**src/rtl/tm1638_keys_if.sv**
```systemverilog
// tm1638_keys_if
// Bundles every non-clock signal of the TM1638 key-scan reader: the host-side
// request/result handshake and the STB/CLK/DIO link toward the pad ring.
//
// Signals
//   start      host -> reader  request one key scan
//   busy       reader -> host  scan in progress (through the valid cycle)
//   valid      reader -> host  one-cycle result strobe
//   key_raw    reader -> host  32 scanned bits, byte0 in [7:0]
//   keys       reader -> host  8 button states, 1 = pressed
//   key_press  reader -> host  newly-pressed mask, non-zero only with valid
//   stb        reader -> pad   TM1638 STB, active-low
//   sclk       reader -> pad   TM1638 CLK, idles high
//   dio_out    reader -> pad   DIO drive value
//   dio_oe     reader -> pad   1 = reader drives DIO
//   dio_in     pad -> reader   DIO pad input (asynchronous)
//
// Modports
//   master : the requester / pad side (drives start and dio_in)
//   slave  : the key-scan reader itself
interface tm1638_keys_if;
  logic        start;
  logic        busy;
  logic        valid;
  logic [31:0] key_raw;
  logic [7:0]  keys;
  logic [7:0]  key_press;
  logic        stb;
  logic        sclk;
  logic        dio_out;
  logic        dio_oe;
  logic        dio_in;

  modport master (
    output start,
    output dio_in,
    input  busy,
    input  valid,
    input  key_raw,
    input  keys,
    input  key_press,
    input  stb,
    input  sclk,
    input  dio_out,
    input  dio_oe
  );

  modport slave (
    input  start,
    input  dio_in,
    output busy,
    output valid,
    output key_raw,
    output keys,
    output key_press,
    output stb,
    output sclk,
    output dio_out,
    output dio_oe
  );
endinterface

```
**src/rtl/tm1638_keys.sv**
```systemverilog
// tm1638_keys
// Key-scan reader for the TM1638 LED&KEY board. On a start request it pulls
// STB low, shifts out the read-key command 0x42 LSB first, turns the DIO bus
// around, clocks in the four key-scan bytes and publishes the eight button
// states together with a newly-pressed mask.
//
// Parameters
//   CLK_DIV      system clocks per SCLK half-period (>= 3)
//   WAIT_CYCLES  system clocks between command byte and first read bit (>= 1)
//
// Ports
//   clk1   system clock, rising edge
//   reset  synchronous, active-low
//   kif    tm1638_keys_if.slave (start/busy/valid/results and STB/CLK/DIO)
//
// Scan length is 82*CLK_DIV + WAIT_CYCLES cycles: SETUP (1 half-period),
// CMD (16 half-periods), WAIT, READ (64 half-periods), END (1 half-period).
// All link and result outputs are registered; their next values are decoded
// from the next-state vector so each register already holds the value that
// belongs to the state being entered.
module tm1638_keys #(
  parameter int CLK_DIV     = 4,
  parameter int WAIT_CYCLES = 8
) (
  input  logic         clk1,
  input  logic         reset,
  tm1638_keys_if.slave kif
);

  localparam int CNT_MAX = (CLK_DIV > WAIT_CYCLES) ? CLK_DIV : WAIT_CYCLES;
  localparam int CNT_W   = $clog2(CNT_MAX + 1);

  localparam logic [CNT_W-1:0] CNT_ZERO  = CNT_W'(0);
  localparam logic [CNT_W-1:0] CNT_ONE   = CNT_W'(1);
  localparam logic [CNT_W-1:0] DIV_LAST  = CNT_W'(CLK_DIV - 1);
  localparam logic [CNT_W-1:0] WAIT_LAST = CNT_W'(WAIT_CYCLES - 1);

  localparam logic [7:0] READ_CMD      = 8'h42;
  localparam logic [4:0] CMD_LAST_BIT  = 5'd7;
  localparam logic [4:0] READ_LAST_BIT = 5'd31;

  localparam logic PH_LOW  = 1'b0;
  localparam logic PH_HIGH = 1'b1;

  typedef enum logic [2:0] {
    ST_IDLE  = 3'd0,
    ST_SETUP = 3'd1,
    ST_CMD   = 3'd2,
    ST_WAIT  = 3'd3,
    ST_READ  = 3'd4,
    ST_END   = 3'd5
  } state_t;

  // Button i (0..3) is bit 0 of scan byte i; button i+4 is bit 4 of byte i.
  function automatic logic [7:0] map_keys(input logic [31:0] raw);
    logic [7:0] k;
    for (int i = 0; i < 4; i++) begin
      k[i]     = raw[8*i];
      k[i + 4] = raw[8*i + 4];
    end
    return k;
  endfunction

  // Sequencer state
  state_t            state_r;
  state_t            state_n;
  logic [CNT_W-1:0]  cnt_r;
  logic [CNT_W-1:0]  cnt_n;
  logic [4:0]        bit_r;
  logic [4:0]        bit_n;
  logic              phase_r;
  logic              phase_n;
  logic [31:0]       shift_r;
  logic [31:0]       shift_n;
  logic              div_end_s;
  logic [4:0]        last_bit_s;

  // DIO input synchronizer
  logic              sync1_r;
  logic              sync2_r;

  // Registered outputs and their next values
  logic              stb_r;
  logic              sclk_r;
  logic              dio_out_r;
  logic              dio_oe_r;
  logic              busy_r;
  logic              valid_r;
  logic [31:0]       key_raw_r;
  logic [7:0]        keys_r;
  logic [7:0]        key_press_r;
  logic              stb_n;
  logic              sclk_n;
  logic              dio_out_n;
  logic              dio_oe_n;
  logic              busy_n;
  logic              publish_s;
  logic [7:0]        keys_new_s;

  // State register, phase/bit counters and receive shift register
  always_ff @(posedge clk1) begin
    if (!reset) begin
      state_r <= ST_IDLE;
      cnt_r   <= CNT_ZERO;
      bit_r   <= 5'd0;
      phase_r <= PH_HIGH;
      shift_r <= 32'h0000_0000;
    end else begin
      state_r <= state_n;
      cnt_r   <= cnt_n;
      bit_r   <= bit_n;
      phase_r <= phase_n;
      shift_r <= shift_n;
    end
  end

  // Next-state logic: half-period timing, bit counting and read capture
  always_comb begin
    state_n    = state_r;
    cnt_n      = cnt_r;
    bit_n      = bit_r;
    phase_n    = phase_r;
    shift_n    = shift_r;
    div_end_s  = (cnt_r == DIV_LAST);
    last_bit_s = (state_r == ST_CMD) ? CMD_LAST_BIT : READ_LAST_BIT;

    case (state_r)
      ST_IDLE: begin
        cnt_n   = CNT_ZERO;
        bit_n   = 5'd0;
        phase_n = PH_HIGH;
        if (kif.start) begin
          state_n = ST_SETUP;
        end else begin
          state_n = ST_IDLE;
        end
      end

      ST_SETUP: begin
        if (div_end_s) begin
          state_n = ST_CMD;
          cnt_n   = CNT_ZERO;
          bit_n   = 5'd0;
          phase_n = PH_LOW;
        end else begin
          cnt_n = cnt_r + CNT_ONE;
        end
      end

      // CMD and READ share the low/high half-period structure; only the
      // bit count, the capture and the follow-on state differ.
      ST_CMD, ST_READ: begin
        if (div_end_s) begin
          cnt_n = CNT_ZERO;
          if (phase_r == PH_HIGH) begin
            // Last cycle of a high phase: sample DIO, first bit lands in [0].
            if (state_r == ST_READ) begin
              shift_n = {sync2_r, shift_r[31:1]};
            end else begin
              shift_n = shift_r;
            end
            if (bit_r == last_bit_s) begin
              state_n = (state_r == ST_CMD) ? ST_WAIT : ST_END;
              bit_n   = 5'd0;
              phase_n = PH_HIGH;
            end else begin
              bit_n   = bit_r + 5'd1;
              phase_n = PH_LOW;
            end
          end else begin
            phase_n = PH_HIGH;
          end
        end else begin
          cnt_n = cnt_r + CNT_ONE;
        end
      end

      ST_WAIT: begin
        if (cnt_r == WAIT_LAST) begin
          state_n = ST_READ;
          cnt_n   = CNT_ZERO;
          bit_n   = 5'd0;
          phase_n = PH_LOW;
        end else begin
          cnt_n = cnt_r + CNT_ONE;
        end
      end

      ST_END: begin
        if (div_end_s) begin
          state_n = ST_IDLE;
          cnt_n   = CNT_ZERO;
        end else begin
          cnt_n = cnt_r + CNT_ONE;
        end
      end

      default: begin
        state_n = ST_IDLE;
        cnt_n   = CNT_ZERO;
        bit_n   = 5'd0;
        phase_n = PH_HIGH;
      end
    endcase
  end

  // Output decode from the next-state vector, so registers track the state entered
  always_comb begin
    stb_n     = 1'b1;
    sclk_n    = 1'b1;
    dio_oe_n  = 1'b0;
    dio_out_n = 1'b0;
    busy_n    = 1'b1;

    case (state_n)
      ST_IDLE: begin
        busy_n = 1'b0;
      end
      ST_SETUP: begin
        stb_n    = 1'b0;
        dio_oe_n = 1'b1;
      end
      ST_CMD: begin
        stb_n     = 1'b0;
        sclk_n    = phase_n;
        dio_oe_n  = 1'b1;
        // bit_n only advances when a low phase starts, so the data bit is
        // set up on the falling SCLK edge and held through the high phase.
        dio_out_n = READ_CMD[bit_n[2:0]];
      end
      ST_WAIT: begin
        stb_n = 1'b0;
      end
      ST_READ: begin
        stb_n  = 1'b0;
        sclk_n = phase_n;
      end
      ST_END: begin
        stb_n = 1'b1;
      end
      default: begin
        busy_n = 1'b0;
      end
    endcase

    // Results go out on the final END cycle, which is also the last busy cycle.
    publish_s  = (state_n == ST_END) && (cnt_n == DIV_LAST);
    keys_new_s = map_keys(shift_r);
  end

  // Two-flop synchronizer for the asynchronous DIO pad input (idles high)
  always_ff @(posedge clk1) begin
    if (!reset) begin
      sync1_r <= 1'b1;
      sync2_r <= 1'b1;
    end else begin
      sync1_r <= kif.dio_in;
      sync2_r <= sync1_r;
    end
  end

  // Registered link outputs, busy/valid and published scan results
  always_ff @(posedge clk1) begin
    if (!reset) begin
      stb_r       <= 1'b1;
      sclk_r      <= 1'b1;
      dio_out_r   <= 1'b0;
      dio_oe_r    <= 1'b0;
      busy_r      <= 1'b0;
      valid_r     <= 1'b0;
      key_raw_r   <= 32'h0000_0000;
      keys_r      <= 8'h00;
      key_press_r <= 8'h00;
    end else begin
      stb_r     <= stb_n;
      sclk_r    <= sclk_n;
      dio_out_r <= dio_out_n;
      dio_oe_r  <= dio_oe_n;
      busy_r    <= busy_n;
      valid_r   <= publish_s;
      if (publish_s) begin
        key_raw_r   <= shift_r;
        keys_r      <= keys_new_s;
        key_press_r <= keys_new_s & ~keys_r;
      end else begin
        key_raw_r   <= key_raw_r;
        keys_r      <= keys_r;
        key_press_r <= 8'h00;
      end
    end
  end

  assign kif.stb       = stb_r;
  assign kif.sclk      = sclk_r;
  assign kif.dio_out   = dio_out_r;
  assign kif.dio_oe    = dio_oe_r;
  assign kif.busy      = busy_r;
  assign kif.valid     = valid_r;
  assign kif.key_raw   = key_raw_r;
  assign kif.keys      = keys_r;
  assign kif.key_press = key_press_r;

endmodule

```
**src/flat_wrapper.sv**
```systemverilog
// flat-port wrapper written by rule: the top's interface ports become plain ports
module tm1638_keys_flat 
#(
  parameter int CLK_DIV     = 4,
  parameter int WAIT_CYCLES = 8
)
  (clk1, reset, kif_start, kif_dio_in, kif_busy, kif_valid, kif_key_raw, kif_keys, kif_key_press, kif_stb, kif_sclk, kif_dio_out, kif_dio_oe);
  tm1638_keys_if kif_i ();
  input  logic clk1;
  input  logic reset;
  input wire logic [$bits(kif_i.start)-1:0] kif_start;
  input wire logic [$bits(kif_i.dio_in)-1:0] kif_dio_in;
  output wire logic [$bits(kif_i.busy)-1:0] kif_busy;
  output wire logic [$bits(kif_i.valid)-1:0] kif_valid;
  output wire logic [$bits(kif_i.key_raw)-1:0] kif_key_raw;
  output wire logic [$bits(kif_i.keys)-1:0] kif_keys;
  output wire logic [$bits(kif_i.key_press)-1:0] kif_key_press;
  output wire logic [$bits(kif_i.stb)-1:0] kif_stb;
  output wire logic [$bits(kif_i.sclk)-1:0] kif_sclk;
  output wire logic [$bits(kif_i.dio_out)-1:0] kif_dio_out;
  output wire logic [$bits(kif_i.dio_oe)-1:0] kif_dio_oe;
  assign kif_i.start = kif_start;
  assign kif_i.dio_in = kif_dio_in;
  assign kif_busy = kif_i.busy;
  assign kif_valid = kif_i.valid;
  assign kif_key_raw = kif_i.key_raw;
  assign kif_keys = kif_i.keys;
  assign kif_key_press = kif_i.key_press;
  assign kif_stb = kif_i.stb;
  assign kif_sclk = kif_i.sclk;
  assign kif_dio_out = kif_i.dio_out;
  assign kif_dio_oe = kif_i.dio_oe;
  tm1638_keys #(.CLK_DIV(CLK_DIV), .WAIT_CYCLES(WAIT_CYCLES)) u_core (.clk1(clk1), .reset(reset), .kif(kif_i));
endmodule
```
**config.mk**
```make
export PLATFORM = sky130hd
export DESIGN_NAME = tm1638_keys_flat
export DESIGN_NICKNAME = d
export VERILOG_FILES = /design/src/rtl/tm1638_keys_if.sv /design/src/rtl/tm1638_keys.sv /design/src/flat_wrapper.sv
export SDC_FILE = /design/constraint.sdc
export NUM_CORES = 1
export LEC_CHECK = 0
export CORE_MARGIN = 5
export CORE_UTILIZATION = 35
export DETAILED_ROUTE_END_ITERATION = 8
export PLACE_DENSITY = 0.52
export SKIP_LAST_GASP = 1
export SLEW_MARGIN = 20
export SYNTH_ARGS = -nofsm -noshare
export SYNTH_HDL_FRONTEND = slang
export SYNTH_SLANG_ARGS = --single-unit
export TNS_END_PERCENT = 50
```
**constraint.sdc**
```tcl
create_clock -name clk1 -period 3.65 [get_ports clk1]
set_clock_uncertainty 0.15 [all_clocks]
set_input_delay 0.73 -clock clk1 [delete_from_list [all_inputs] [get_ports clk1]]
set_output_delay 0.73 -clock clk1 [all_outputs]
set_load 0.005 [all_outputs]
```
==> impl_metrics.json <==
{
  "ios": 58,
  "status": "completed",
  "clkSlewWorstSetupHoldPaths_ns": 0.07,
  "post_synth_main_area_contributors": "dfxtp_1, nand2_1, mux2i_1",
  "grt_first_pass_wirelength_um": 14400,
  "post_layout_min_period_ns": 2.87,
  "antenna_found_initial": 0,
  "layout.nets": 490,
  "antenna_cells_inserted": 0,
  "syn_inst": 450,
  "finalWirelength_um": 8680,
  "design_power_total_uw": 1960,
  "routed-via-count": 3079,
  "post_route_cells_drive_above_1_share_pct": 7.36,
  "synth_edf_count": 0,
  "drtAntennaViolNets": 0,
  "placed_area_mm2": 0.00455,
  "io_buffer_count": 57,
  "synth_warn": 0,
  "ctsResizeCount": 0,
  "critPathMaxStageDelay_ns": 0.52,
  "synth_fp_nets": 456,
  "synthesis.area_per_instance_um2": 8.82,
  "synth.ff_latch_count": 93,
  "final-max-slew-violation-count": 0,
  "critical_path.n_buffers_inverters": 1,
  "grt_usage_pct": 13.4,
  "timing.fmax_mhz": 349,
  "syn_to_final_growth_pct": 21.7,
  "cts_setup_buffers": 0,
  "fp.coreArea_mm2": 0.0110,
  "cts_root_buf": "clkbuf_16",
  "grt-ovfl-total": 0,
  "worst_setup_path_start_kind": "register",
  "yosysUniqueCellTypes": 49,
  "worstMarginPinSlew_ns": 0.768,
  "setup-violations-final": 0,
  "endpoint_kind": "register",
  "total_leakage_power_uw": 0.00150,
  "hold_crit_class": "register to register",
  "cts_htree_levels": 3,
  "nFillCells": 1075,
  "chipHeight_um": 116,
  "cell_area_after_technology_mapping_mm2": 0.00397,
  "final_cell_area_mm2": 0.00483,
  "netlist.top_cell.by_area": "dfxtp_1",
  "fin_crit_sh_pct": 78.6,
  "stdcell_count": 629,
  "share_of_flip_flops_with_an_asynchronous_set_or_reset_after_synthesis_pct": 0,
  "worstSkewPairLatency_ns": 0.34,
  "post_drt_wl_per_cell_um": 13.8,
  "vdd_drop_max_mv": 0.230,
  "grt_max_degree": 57,
  "power-per-cell-area_mw_per_mm2": 406,
  "rrSetupSlack_ns": 0.78,
  "worstPathCellList": "ha_1, and4bb_2, nand2_2, o311a_1, nor3_4, buf_4, mux2i_1",
  "synth.most_common_cell": "nand2_1",
  "die-width_um": 116,
  "dp_hpwl_um": 5760,
  "rsz0062_at_grt": "no",
  "yosysSeqAreaShare_pct": 46.9,
  "finalHoldViolCount": 0,
  "timing.critical_path.slowest_stage_cell": "o311a_1",
  "clock_path_buffers": 2,
  "tns_ns": 0,
  "maxCapViolations": 0,
  "tritoncts_num_sinks": 93,
  "synth_top_flop_cell": "dfxtp_1",
  "drc": 0,
  "via_count_of_the_first_global_routing_pass": 2939,
  "drt-pass1-iter-count": 4,
  "tritoncts": "done",
  "dp_cells": 613,
  "row_count": 38,
  "routed_via_density": 4.90,
  "die_ar_mm2": 0.0136,
  "cts-buffers-inserted": 9,
  "gp_congestion": 0.812,
  "max-slew-margin-rel_pct": 48.7,
  "critPathTopFamily": "simple AND/OR/NAND/NOR gates",
  "synth.cells.most_frequent": "nand2_1, dfxtp_1, a21boi_0",
  "worstPathMaxFanout": 32,
  "criticalPathCategory": "register to register",
  "synthDominantCellAreaShare_pct": 46.9,
  "critical_path_arrival_ns": 2.99,
  "drt_iter0_drc": 119,
  "starting_density_of_the_core_pct": 36.1,
  "critical_path_required_ns": 3.77,
  "whs_ns": 0.259,
  "postCtsHoldBufs": 0
}
[worst paths after layout]
check / start / end / cells after the start
setup / recovery: u_core.cnt_r[0]$_SDFF_PN0_ / u_core.kif.keys[2]$_SDFFE_PN0P_ / 7
hold reg to reg: u_core.sync1_r$_SDFF_PN1_ / u_core.sync2_r$_SDFF_PN1_ / 1
hold / removal: u_core.sync1_r$_SDFF_PN1_ / u_core.sync2_r$_SDFF_PN1_ / 1
setup reg to reg: u_core.cnt_r[0]$_SDFF_PN0_ / u_core.kif.keys[2]$_SDFFE_PN0P_ / 7
[per-layer routing]
metal	up-vias	wire (um)	part of all wire (%)	global-route usage [%]
met2	66	4010	46	21.7
met3	10	462	5.3	3.47
li1	1571	-	-	-
met1	1432	4070	47	17.4
met4	0	129	1.5	4.64
met5	-	0	0	0
[metrics by stage]
stage,utilization (%),worst slack [ns]
floorplan,-,1.28
global placement,41.4,0.860
detailed placement,41.4,0.773
CTS,44.0,0.757
global route,44.0,0.531
finish,44.0,0.782
[logic make-up after synthesis]
| group | after synthesis | share of synthesized area, % |
|---|---|---|
| buf+inv | 46 | 5.77 |
| compound gates | 68 | 12.3 |
| mux | 33 | 8.33 |
| simple gates | 205 | 25.4 |
| fa+ha+maj | 2 | 0.631 |
| flops | 93 | 46.9 |
| xor+xnor | 3 | 0.662 |
[flip-flops by register name, indices dropped and copies added, names as in the netlist, 3 cells and up]
register	count
u_core.state_r	3
u_core.kif.keys	7
u_core.bit_r	5
u_core.kif.key_press	8
u_core.kif.key_raw	25
u_core.cnt_r	4
u_core.shift_r	32
[report_power, final]
part	total [uW]	internal [uW]	switching, uW
Clock	875	469	405
Combinational	58.5	23.9	34.6
Sequential	1030	1020	5.89
[cells in the final DEF (no fill, tap or decap), types with 2 or more instances in the layout]
cell type / instances
a21oi_1: 7
ha_1: 2
inv_1: 7
mux2i_1: 33
nand3_1: 5
buf_4: 5
nand4b_1: 2
a211oi_1: 2
nor3b_2: 8
and2_1: 3
nor2b_1: 3
o311a_1: 2
nor2_1: 13
clkdlybuf4s50_1: 56
inv_6: 2
o21a_1: 4
o21ai_0: 7
dfxtp_1: 93
nor3_1: 4
nand2b_1: 7
nand2_1: 136
nor4b_1: 3
xor2_1: 3
or4_1: 4
nand3b_1: 2
clkbuf_16: 9
a21boi_0: 36
clkinv_2: 2
nor4bb_1: 2
[final cells by class]
| class | instances | area [um^2] | share of cell area (%) |
|---|---|---|---|
| repair buffers | 62 | 603 | 12.5 |
| multi-input cells | 311 | 1890 | 39.1 |
| clock buffers | 10 | 229 | 4.74 |
| flip-flops and latches | 93 | 1860 | 38.6 |
| clock inverters | 6 | 46.3 | 0.959 |
| well taps | 140 | 175 | 3.63 |
| inverters | 7 | 26.3 | 0.544 |
Power figures use the tool's default switching activity.
==> variant, RTL diff (same settings) <==
`WAIT_CYCLES` is set to 8 in 2 places; all go to 16.
--- a/src/rtl/tm1638_keys.sv
+++ b/src/rtl/tm1638_keys.sv
@@ -20,7 +20,7 @@
 // belongs to the state being entered.
 module tm1638_keys #(
   parameter int CLK_DIV     = 4,
-  parameter int WAIT_CYCLES = 8
+  parameter int WAIT_CYCLES = 16
 ) (
   input  logic         clk1,
   input  logic         reset,
--- a/src/flat_wrapper.sv
+++ b/src/flat_wrapper.sv
@@ -2,7 +2,7 @@
 module tm1638_keys_flat 
 #(
   parameter int CLK_DIV     = 4,
-  parameter int WAIT_CYCLES = 8
+  parameter int WAIT_CYCLES = 16
 )
   (clk1, reset, kif_start, kif_dio_in, kif_busy, kif_valid, kif_key_raw, kif_keys, kif_key_press, kif_stb, kif_sclk, kif_dio_out, kif_dio_oe);
   tm1638_keys_if kif_i ();
Behaviour: same outputs for any inputs over 10 cycles, from zero or initial values and one cycle with reset low; that may be too few to reach the edited logic, so the function may still have changed.
==> variant against the unedited design <==
  * Combinational power fell by 7.0%
  * Sequential share of layout area rose by 1.5 points
  * Cell area fell by 2.7%
  * First-iteration DRC count rose by 35%
  * Sequential cell count rose by 1
  * Via count fell by 7.2%
  * Total power fell by 11%
  * Setup slack improved by 14 ps
  * Core utilization fell by 0.82 points
  * Area after synthesis fell by 1.6%
  * Highest routed layer unchanged
  * Wire length fell by 5.0%
  * Largest power group unchanged
==> variant: results (changes against the unedited design) <==
Total GRT Usage = 13.05% (-0.35 points)
Crit-path slowest cell = or4b_4
status = completed
Synth area leaders = dfxtp_1 48%, mux2i_1 8.5%, nand2_1 7.2%
top cells by count, synth = 94 x dfxtp_1, 75 x nand2_1, 37 x nor2b_1
clk root buf = clkbuf_8
Placement Setup Slack = 804.7 ps (+31.64 ps)
vias in the first global route = 2,833 (-3.6%)
compound-gate portion of the synthesized area = 12.59% (+0.26 points)
first-pass GRT wire length = 13,990 um (-2.9%)
met2 Use GR = 20.60% (-1.1 points)
adder-cell area share of the yosys netlist = 1.282% (+0.65 points)
RePlAce Congestion = 0.8676 (+6.8%)
final core utilization = 43.13% (-0.82 points)
met3 wire length = 382 um (-17%)
worst vdd ir = 0.0001544 V (-33%)
r2r worst-path depth = 8 (+1)
met1 Resource Use GR = 17.59% (+0.23 points)
post-synth cell types = 46 (-6.1%)
via-per-instance ratio = 4.792 (-2.1%)
Syn Nets = 417 (-8.6%)
DR vias = 2,856 (-7.2%)
Worst EP arrival = 2950 ps (-40 ps)
largest net degree at the start of global routing = 65 (+14%)
fin crit share = 78.19% (-0.39 points)
drt first pass iters = 6 (+2)
NumNets Final = 459 (-6.3%)
relative slew slack = 54.52% (+5.8 points)
Post-Route WL = 8245 um (-5.0%)
Lkg Pwr = 0.001795 uW (+20%)
clock latency on the worst-skew pair = 360 ps (+20 ps)
HPWL Detailed = 5408 um (-6.1%)
Filler Cell Count = 1,084 (+0.84%)
mux share of post-synthesis cell area = 8.459% (+0.13 points)
share of cells above drive strength 1 = 6.798% (-0.56 points)
WL met2 = 3645 um (-9.1%)
sequential share of the synthesized area = 48.19% (+1.3 points)
GRT met3 Usage = 2.245% (-1.2 points)
DRT iter0 DRCs = 161 (+35%)
sw power = 426.0 uW (-4.4%)
variant: changes by cell type in the layout (fill, tap and decap cells not counted), sizes merged, moves of 3 or more:
cell	before	now
and3	0	3
o21a	4	0
nor2	14	9
nor3	5	1
or4	4	0
nor2b	3	37
or3	1	5
inv	10	7
nand2	137	75
variant: layout make-up:
| class | count | area share [%] |
|---|---|---|
| sequential | 94 | 40.07 |
| multi-input combinational | 280 | 39.20 |
| inverter | 5 | 0.3997 |
| clock inverter | 7 | 1.279 |
| tap | 140 | 3.730 |
| clock buffer | 9 | 2.638 |
| timing repair buffer | 61 | 12.68 |
variant: power by group through the flow:
stage               clock, uW  combinational [uW]  sequential (uW)
floorplan                   0                41.3             1060
global placement            0                55.6             1060
detailed placement          0                55.5             1060
CTS                       682                55.4             1040
global route              722                60.3             1040
finish                    648                54.4             1040
